[config.mk]
export PLATFORM = sky130hd
export DESIGN_NAME = twiddle_gen
export DESIGN_NICKNAME = d
export VERILOG_FILES = /design/src/rtl/twiddle_gen.sv
export SDC_FILE = /design/constraint.sdc
export NUM_CORES = 1
export LEC_CHECK = 0
export ABC_AREA = 1
export ABC_CLOCK_PERIOD_IN_PS = 2800
export BUFFER_PORTS_ARGS = -buffer_cell sky130_fd_sc_hd__clkbuf_2
export CORE_MARGIN = 4
export CORE_UTILIZATION = 40
export DETAILED_ROUTE_END_ITERATION = 8
export PLACE_DENSITY = 0.59
export SYNTH_ARGS = -nofsm -noshare
export SYNTH_HDL_FRONTEND = slang
export SYNTH_SLANG_ARGS = --single-unit
export TNS_END_PERCENT = 1
[constraint.sdc]
create_clock -name clock -period 2.8 [get_ports clock]
set_clock_uncertainty 0.1 [all_clocks]
set_input_delay 0.14 -clock clock [delete_from_list [all_inputs] [get_ports clock]]
set_output_delay 0.14 -clock clock [all_outputs]
set_load 0.05 [all_outputs]
[src/rtl/twiddle_gen.sv]
// twiddle_gen: streams FFT twiddle factors W_N^k = exp(-j*2*pi*k/N) for
// k = i*stride mod N, i = 0..N-1, through a two-stage valid/ready pipeline.
// A quarter-wave cosine table is folded into all four quadrants.
// Optional feature: define TWIDDLE_GEN_INVERSE_EN to add the 'inverse' input,
// which conjugates the output (tw_im negated) for an inverse FFT.
module twiddle_gen #(
    parameter int LOG_N = 6,
    parameter int WIDTH = 16
) (
    input  logic             clock,
    input  logic             reset,
    input  logic             start,
    input  logic [LOG_N-1:0] stride,
`ifdef TWIDDLE_GEN_INVERSE_EN
    input  logic             inverse,
`endif
    input  logic             tw_ready,
    output logic             tw_valid,
    output logic [WIDTH-1:0] tw_re,
    output logic [WIDTH-1:0] tw_im,
    output logic             tw_bypass,
    output logic             busy,
    output logic             done
);

    localparam int N      = 1 << LOG_N;
    localparam int QN     = N / 4;
    localparam int STAGES = 2;

    typedef logic [QN:0][WIDTH-1:0] rom_t;
    typedef enum logic [1:0] {IDLE, RUN, DRAIN} state_t;

    // Quarter-wave table C[m] = round(cos(2*pi*m/N) * 2^(WIDTH-1)), built at
    // elaboration with a Q30 fixed-point Taylor series (x <= pi/2, so 12 terms
    // leave error far below one output LSB). +1.0 saturates to max positive.
    function automatic rom_t build_rom();
        rom_t   rom;
        longint pi_q30;
        longint x, x2, term, acc, v, vmax;
        pi_q30 = 64'sd3373259426;
        vmax   = (longint'(1) << (WIDTH - 1)) - 1;
        for (int m = 0; m <= QN; m++) begin
            x    = (longint'(m) * pi_q30 * 2) >>> LOG_N;
            x2   = (x * x) >>> 30;
            term = longint'(1) << 30;
            acc  = term;
            for (int n = 1; n <= 12; n++) begin
                term = -((term * x2) >>> 30) / longint'((2 * n - 1) * (2 * n));
                acc  = acc + term;
            end
            v = (acc + (longint'(1) << (30 - WIDTH))) >>> (31 - WIDTH);
            if (v > vmax) v = vmax;
            if (v < 0)    v = 0;
            rom[m] = v[WIDTH-1:0];
        end
        return rom;
    endfunction

    localparam rom_t             ROM    = build_rom();
    localparam logic [LOG_N-2:0] QN_IDX = (LOG_N-1)'(QN);

    state_t           state, state_nx;
    logic [LOG_N-1:0] i_cnt;
    logic [LOG_N-1:0] k_acc;
    logic [LOG_N-1:0] stride_q;
    logic [LOG_N-1:0] k_q;
    logic [STAGES:1]  vld_pipe;
    logic [STAGES:1]  last_pipe;
    logic             inv_q;
    logic             adv;
    logic             issue;
    logic             accept;

    logic [1:0]       quad;
    logic [LOG_N-2:0] idx_a, idx_b;
    logic [WIDTH-1:0] c_a, c_b;
    logic [WIDTH-1:0] re_nx, im_nx;
    logic             byp_nx;

    assign adv      = !vld_pipe[STAGES] | tw_ready;
    assign issue    = (state == RUN) & adv;
    assign accept   = (state == IDLE) & start;
    assign tw_valid = vld_pipe[STAGES];
    assign busy     = (state != IDLE);
    assign done     = vld_pipe[STAGES] & tw_ready & last_pipe[STAGES];

    // State register
    always_ff @(posedge clock or posedge reset) begin
        if (reset) state <= IDLE;
        else       state <= state_nx;
    end

    // Next state: RUN until index N-1 is issued, DRAIN until the last handshake
    always_comb begin
        state_nx = state;
        case (state)
            IDLE:    if (start)               state_nx = RUN;
            RUN:     if (issue && (&i_cnt))   state_nx = DRAIN;
            DRAIN:   if (done)                state_nx = IDLE;
            default:                          state_nx = IDLE;
        endcase
    end

    // Sequence control: latch configuration on start, step i and k per issue
    always_ff @(posedge clock or posedge reset) begin
        if (reset) begin
            i_cnt    <= '0;
            k_acc    <= '0;
            stride_q <= '0;
            inv_q    <= 1'b0;
        end else if (accept) begin
            i_cnt    <= '0;
            k_acc    <= '0;
            stride_q <= stride;
`ifdef TWIDDLE_GEN_INVERSE_EN
            inv_q    <= inverse;
`else
            inv_q    <= 1'b0;
`endif
        end else if (issue) begin
            i_cnt    <= i_cnt + 1'b1;
            k_acc    <= k_acc + stride_q;
        end
    end

    // Quadrant fold of the quarter-wave table; k == 0 is forced to a bypass
    always_comb begin
        quad   = k_q[LOG_N-1:LOG_N-2];
        idx_a  = {1'b0, k_q[LOG_N-3:0]};
        idx_b  = QN_IDX - idx_a;
        c_a    = ROM[idx_a];
        c_b    = ROM[idx_b];
        re_nx  = c_a;
        im_nx  = -c_b;
        byp_nx = (k_q == '0);
        case (quad)
            2'd0: begin re_nx = c_a;  im_nx = -c_b; end
            2'd1: begin re_nx = -c_b; im_nx = -c_a; end
            2'd2: begin re_nx = -c_a; im_nx = c_b;  end
            default: begin re_nx = c_b; im_nx = c_a; end
        endcase
        if (inv_q) im_nx = -im_nx;
        if (byp_nx) begin
            re_nx = '0;
            im_nx = '0;
        end
    end

    // Two-stage pipeline: k register, then folded ROM output; frozen on stall
    always_ff @(posedge clock or posedge reset) begin
        if (reset) begin
            vld_pipe  <= '0;
            last_pipe <= '0;
            k_q       <= '0;
            tw_re     <= '0;
            tw_im     <= '0;
            tw_bypass <= 1'b0;
        end else if (adv) begin
            vld_pipe[1]  <= (state == RUN);
            last_pipe[1] <= &i_cnt;
            k_q          <= k_acc;
            vld_pipe[2]  <= vld_pipe[1];
            last_pipe[2] <= last_pipe[1];
            tw_re        <= re_nx;
            tw_im        <= im_nx;
            tw_bypass    <= byp_nx;
        end
    end

endmodule

**After elaboration in Yosys (flattened, before gate mapping)**

Memories as Yosys holds them, arrays and structs flattened.
Index checks and enable logic that the tools add are counted.

- Output and inout port bits: 36
- ROM bits: 768
- Flip-flop bits (word level): 63
- Memories kept: 2
- Word-level logic and storage cells: 54
- Input bits: 10

Memories:

| memory | words | width | rd ports | clocked after memory_dff | wr ports | RTL line | source |
|---|---|---|---|---|---|---|---|
| (no name shown) | 32 | 16 | 1 | 0 | 0 | 132 | `c_b = ROM[idx_b];` |
| (no name shown) | 16 | 16 | 1 | 0 | 0 | 131 | `c_a = ROM[idx_a];` |

- Multiplexer cells: 14
- Bitwise logic cells: 5
- Order comparisons: 2
- Equal/unequal tests: 7
- Reductions and logical operators: 9
- $add $sub $neg: 5

Operators by type and width:

| operator | count |
|---|---|
| case mux 16 bit (3 select lines) | 2 |
| 2-to-1 mux 16 bit | 4 |
| negator 16 bit | 2 |
| 2-to-1 mux 6 bit | 4 |
| adder 6 x 1 -> 6 bit, second input constant | 1 |
| adder 6 bit | 1 |
| logical NOT 6 bit | 1 |
| less-than comparator 4 x 6 -> 1 bit, second input constant | 1 |
| less-than comparator 5 x 6 -> 1 bit, second input constant | 1 |
| 2-to-1 mux 2 bit | 3 |
| case mux 2 bit (3 select lines) | 1 |
| AND reduction 6 bit | 1 |
| subtractor 5 x 4 -> 5 bit, first input constant | 1 |
| AND 1 bit | 4 |
| == test 2 x 1 -> 1 bit, second input constant | 2 |
| == test 2 bit, second input constant | 2 |
| logical NOT 2 bit | 2 |
| != test 2 bit, second input constant | 2 |
| nonzero test 2 bit | 2 |
| AND reduction 3 bit | 1 |
| != test 2 x 1 -> 1 bit, second input constant | 1 |
| logical AND 1 bit | 1 |
| logical NOT 1 bit | 1 |
| bitwise OR 1 bit | 1 |

**Logic depth before layout (Yosys ltp)**

- Word-level depth: 6
- Gate-level depth with buffers: 23
- Gate-level depth less buffers: 21

**Worst setup path before layout**

No wires, ideal clock.

- Path kind: reg-to-reg
- Start point: register k_q[0]
- End point: register tw_re[1]
- Buffers on the path: 3
- Setup time: 122 ps
- Stages on the path, launching flop included: 20
- Data required time: 2,578 ps
- Path slack: 11 ps
- Clock period less this slack: 2,789 ps
- Arrival time: 2,568 ps
- Cell sequence: dfrtp_1 buf_2 inv_1 ha_1 buf_6 inv_1 nand2_1 nand2_2 buf_6 o21ai_0 nand2_1 nand2_1 nor2_1 inv_1 ha_1 inv_1 o21ai_0 o21ai_0 o21ai_0 a32o_1

- Longest elaborated chain between the ends: 6
- Elaborated cells between the ends (all ways): 10
- Those cells by class: add/sub (3); mux (4); reduce/logical (1); memory (2)

RTL lines:

| item | RTL line | source |
|---|---|---|
| from (decl) | 66 | `logic [LOG_N-1:0] k_q;` |
| from (signal assigned) | 161 | `k_q <= k_acc;` |
| subtractor 5 x 4 -> 5 bit | 130 | `idx_b = QN_IDX - idx_a;` |
| memory read (32 x 16 bit) | -- |  |
| 2-to-1 mux 16 bit (implied by the code) | 132 |  |
| negator 16 bit | 138 | `2'd1: begin re_nx = -c_b; im_nx = -c_a; end` |
| case mux 16 bit (3 select lines) | 136 | `case (quad)` |
| 2-to-1 mux 16 bit (*) | 143 | `if (byp_nx) begin` |
| to (signal assigned) | 164 | `tw_re <= re_nx;` |
| to (decl) | 19 | `output logic [WIDTH-1:0] tw_re,` |

Every way passes the cells marked *; elsewhere a longest branch is shown, timed or not. The select of a mux whose other input is x is not followed.
A chain may end at the register's enable or synchronous reset.

**Worst setup path in the final report**

- Start point: register k_q[0]
- End point: register tw_re[14]

Same word-level chain as after synthesis.

==> results.txt <==
CP Class - reg2reg
Clock Tree Buf Depth - 2
Critical Path Sink Type - flop
max_slew headroom - 35.30%
cts bufs inserted - 9
TritonCTS clock tree - built
total track usage - 22.41%
vias - 4882
die height - 116.0 µm
Non-Filler Instances - 915
area delta synth->final - 18.29%
crit-path max FO - 12
Async SR Flop Fraction - 100.0%
Clk Latency, worst-skew pair - 0.33 ns
worst path required time - 2.97 ns
setup_tns - 0 ns
Mapped Area - 4664 µm²
Tightest Pin Transition - 0.9691 ns
Seq/Total Area, Yosys - 33.80%
top_reg_cell synth - dfrtp_1
Finished Cell Area - 5518 µm²
total congestion overflow - 0
post-synthesis register bit count - 63
Post-DP HPWL - 10.45 mm
vias in the first global route - 4787
DRC Markers - 0
hold path startpoint - tw_ready
Synth top cells by count - nand2_1 (241), inv_1 (78), o21ai_0 (71)
most frequent CP cell - nand2_1
unrepaired setup endpoints after global routing - no
Synth top area share - 33.80%
Yosys top cell by area - dfrtp_1
Worst Path Arrival - 2.67 ns
post-CTS setup buffers - 0
initial antenna violation count - 0
# IOs - 46
synth top area cells - dfrtp_1 (34%), nand2_1 (19%), o21ai_0 (7.6%), inv_1 (6.3%), nand3_1 (5.6%)
Startpoint Class - flop
die area - 13450 µm²
HP Class - in2reg
count of cell types in the netlist - 48
min cycle time layout - 2.507 ns
fmax - 398.8 MHz
crit path launch - k_q[0]$_DFFE_PP0N_
Mean Syn Cell Area - 6.616 µm²
cell area after placement - 5125 µm²
root buf cell - clkbuf_16
drt pass-1 iters - 7
wire per inst - 15.65 µm
Max Cap Viol - 0
period utilization - 89.55%
Synth Net Count - 732
final setup fails - 0
dpl cells - 892
slowest stage delay, CP - 0.36 ns
EDFF count, synth - 0
H-tree levels - 3
port bufs - 45
core area - 11420 µm²
DRT iter0 DRCs - 351
DRT antenna net count - 0
Rows - 39
antenna cells - 0
Hold Violations, Final - 0
first-pass GRT wire length - 23.67 mm
Clock Sinks - 63
GPL Wtd Cong - 0.9653
largest net degree at the start of global routing - 47
CP Cell Sequence - buf_4 > ha_1 > nor2_1 > inv_1 > o21ai_0 > nand2_1 > nand2_1 > nor2_2 > inv_1 > ha_1 > nand2_2 > inv_1 > nand2_2 > nand2_1 > nand2_1 > nand2_1 > o21ai_0 > nand3_1 > nand2_1
Initial Utilization - 40.85%
final WL - 14.32 mm
Final nets - 794
status - finished clean
top-count cell post-synth - nand2_1
Ys Warns - 0
layout cells sized above 1 - 15.67%
Synth Instances - 705
die width - 116.0 µm
Final Util - 48.32%
worst r2r src - k_q[0]$_DFFE_PP0N_
CTS clock-pin slew for the worst setup and hold paths - 0.06 ns
Slew Limit Fails - 0
Vias per Instance - 5.336
Slowest cell on crit path - dfrtp_1
==> worst max-delay path, delay by kind of cell, from the launching register on <==
kind | cells | cell delay, ns
flops | 1 | 0.36
simple gates | 11 | 0.90
compound gates | 2 | 0.16
fa+ha+maj | 2 | 0.52
buf+inv | 4 | 0.41
==> cells by family (layout without fill, tap and decap cells) <==
logic type / Yosys count / in the layout / share of synthesized area [%]
DFF: 63 / 63 / 33.80
xor gates and xnor gates: 5 / 5 / 0.9388
and+or+nand+nor: 362 / 362 / 32.89
AOI/OAI and AO/OA: 146 / 146 / 17.73
buffers and inverters: 112 / 179 / 9.925
adders and majority gates: 17 / 17 / 4.721
==> sequential cells by signal (all words and copies together), names as in the netlist <==
name	flops
tw_im	16
tw_re	16
i_cnt	6
k_acc	6
k_q	6
stride_q	6
last_pipe	2
state	2
vld_pipe	2
tw_bypass	1
==> placed cells by master (no fill, tap or decap), types with 4 or more instances in the layout <==
| cell | instances |
|---|---|
| xor2_1 | 4 |
| nor3_1 | 4 |
| o21ai_0 | 70 |
| inv_1 | 75 |
| inv_2 | 5 |
| nand3_1 | 52 |
| nor2_2 | 4 |
| dlygate4sd3_1 | 7 |
| buf_4 | 26 |
| o211ai_1 | 4 |
| o21ai_1 | 7 |
| dfrtp_1 | 62 |
| ha_1 | 14 |
| nand2_2 | 7 |
| nor2_1 | 39 |
| clkbuf_16 | 9 |
| nand2_1 | 241 |
| clkbuf_2 | 45 |
| a21oi_1 | 39 |
| nand3_2 | 4 |
==> area by class of cell <==
cell class                 count  area [µm²]
clock buffer                  11       242.7
clock inverter                 5       56.30
fill                        1210        5901
inverter                      85       329.1
multi-input combinational    530        2643
sequential                    63        1578
tap                          143       178.9
timing repair buffer          78       490.5
==> final timing paths <==
| path | to | slack [ns] | depth (start not counted) |
|---|---|---|---|
| hold reg to reg | vld_pipe[2]$_DFFE_PP0N_ | 0.35 | 2 |
| max in group asynchronous | i_cnt[5]$_DFFE_PP0P_ | 1.33 | 4 |
| setup reg to reg | tw_re[14]$_DFFE_PP0N_ | 0.29 | 19 |
| hold / removal | state[1]$_DFFE_PP0P_ | 0.09 | 4 |
| setup / recovery | tw_re[14]$_DFFE_PP0N_ | 0.29 | 19 |
| min in group asynchronous | last_pipe[2]$_DFFE_PP0N_ | 0.49 | 3 |
==> metrics by stage <==
step           setup slack [ns]  hold slack, ns
6_report                 0.2926         0.09015
5_1_grt                0.007990          0.1323
4_1_cts                  0.1416         0.09366
3_5_place_dp             0.1602          0.2396
3_3_place_gp             0.1948          0.2364
2_1_floorplan           0.01080          0.1496
==> timing repair <==
action / CTS / global route
endpoints found under the hold margin: 50 / 0
hold buffers: 7 / 0
endpoints found under the setup margin: 0 / 19
resized for setup: 0 / 10
==> layer usage <==
metal	share of wire (%)	global-route usage, %	up-vias
met2	48	37.55	170
met1	42	27.47	2265
li1	-	-	2402
met5	0	0	-
met3	5.7	5.013	45
met4	4.2	10.21	0
Power is not shown: default switching activity piles up to over one toggle a cycle in this logic, so the estimate is an artifact.
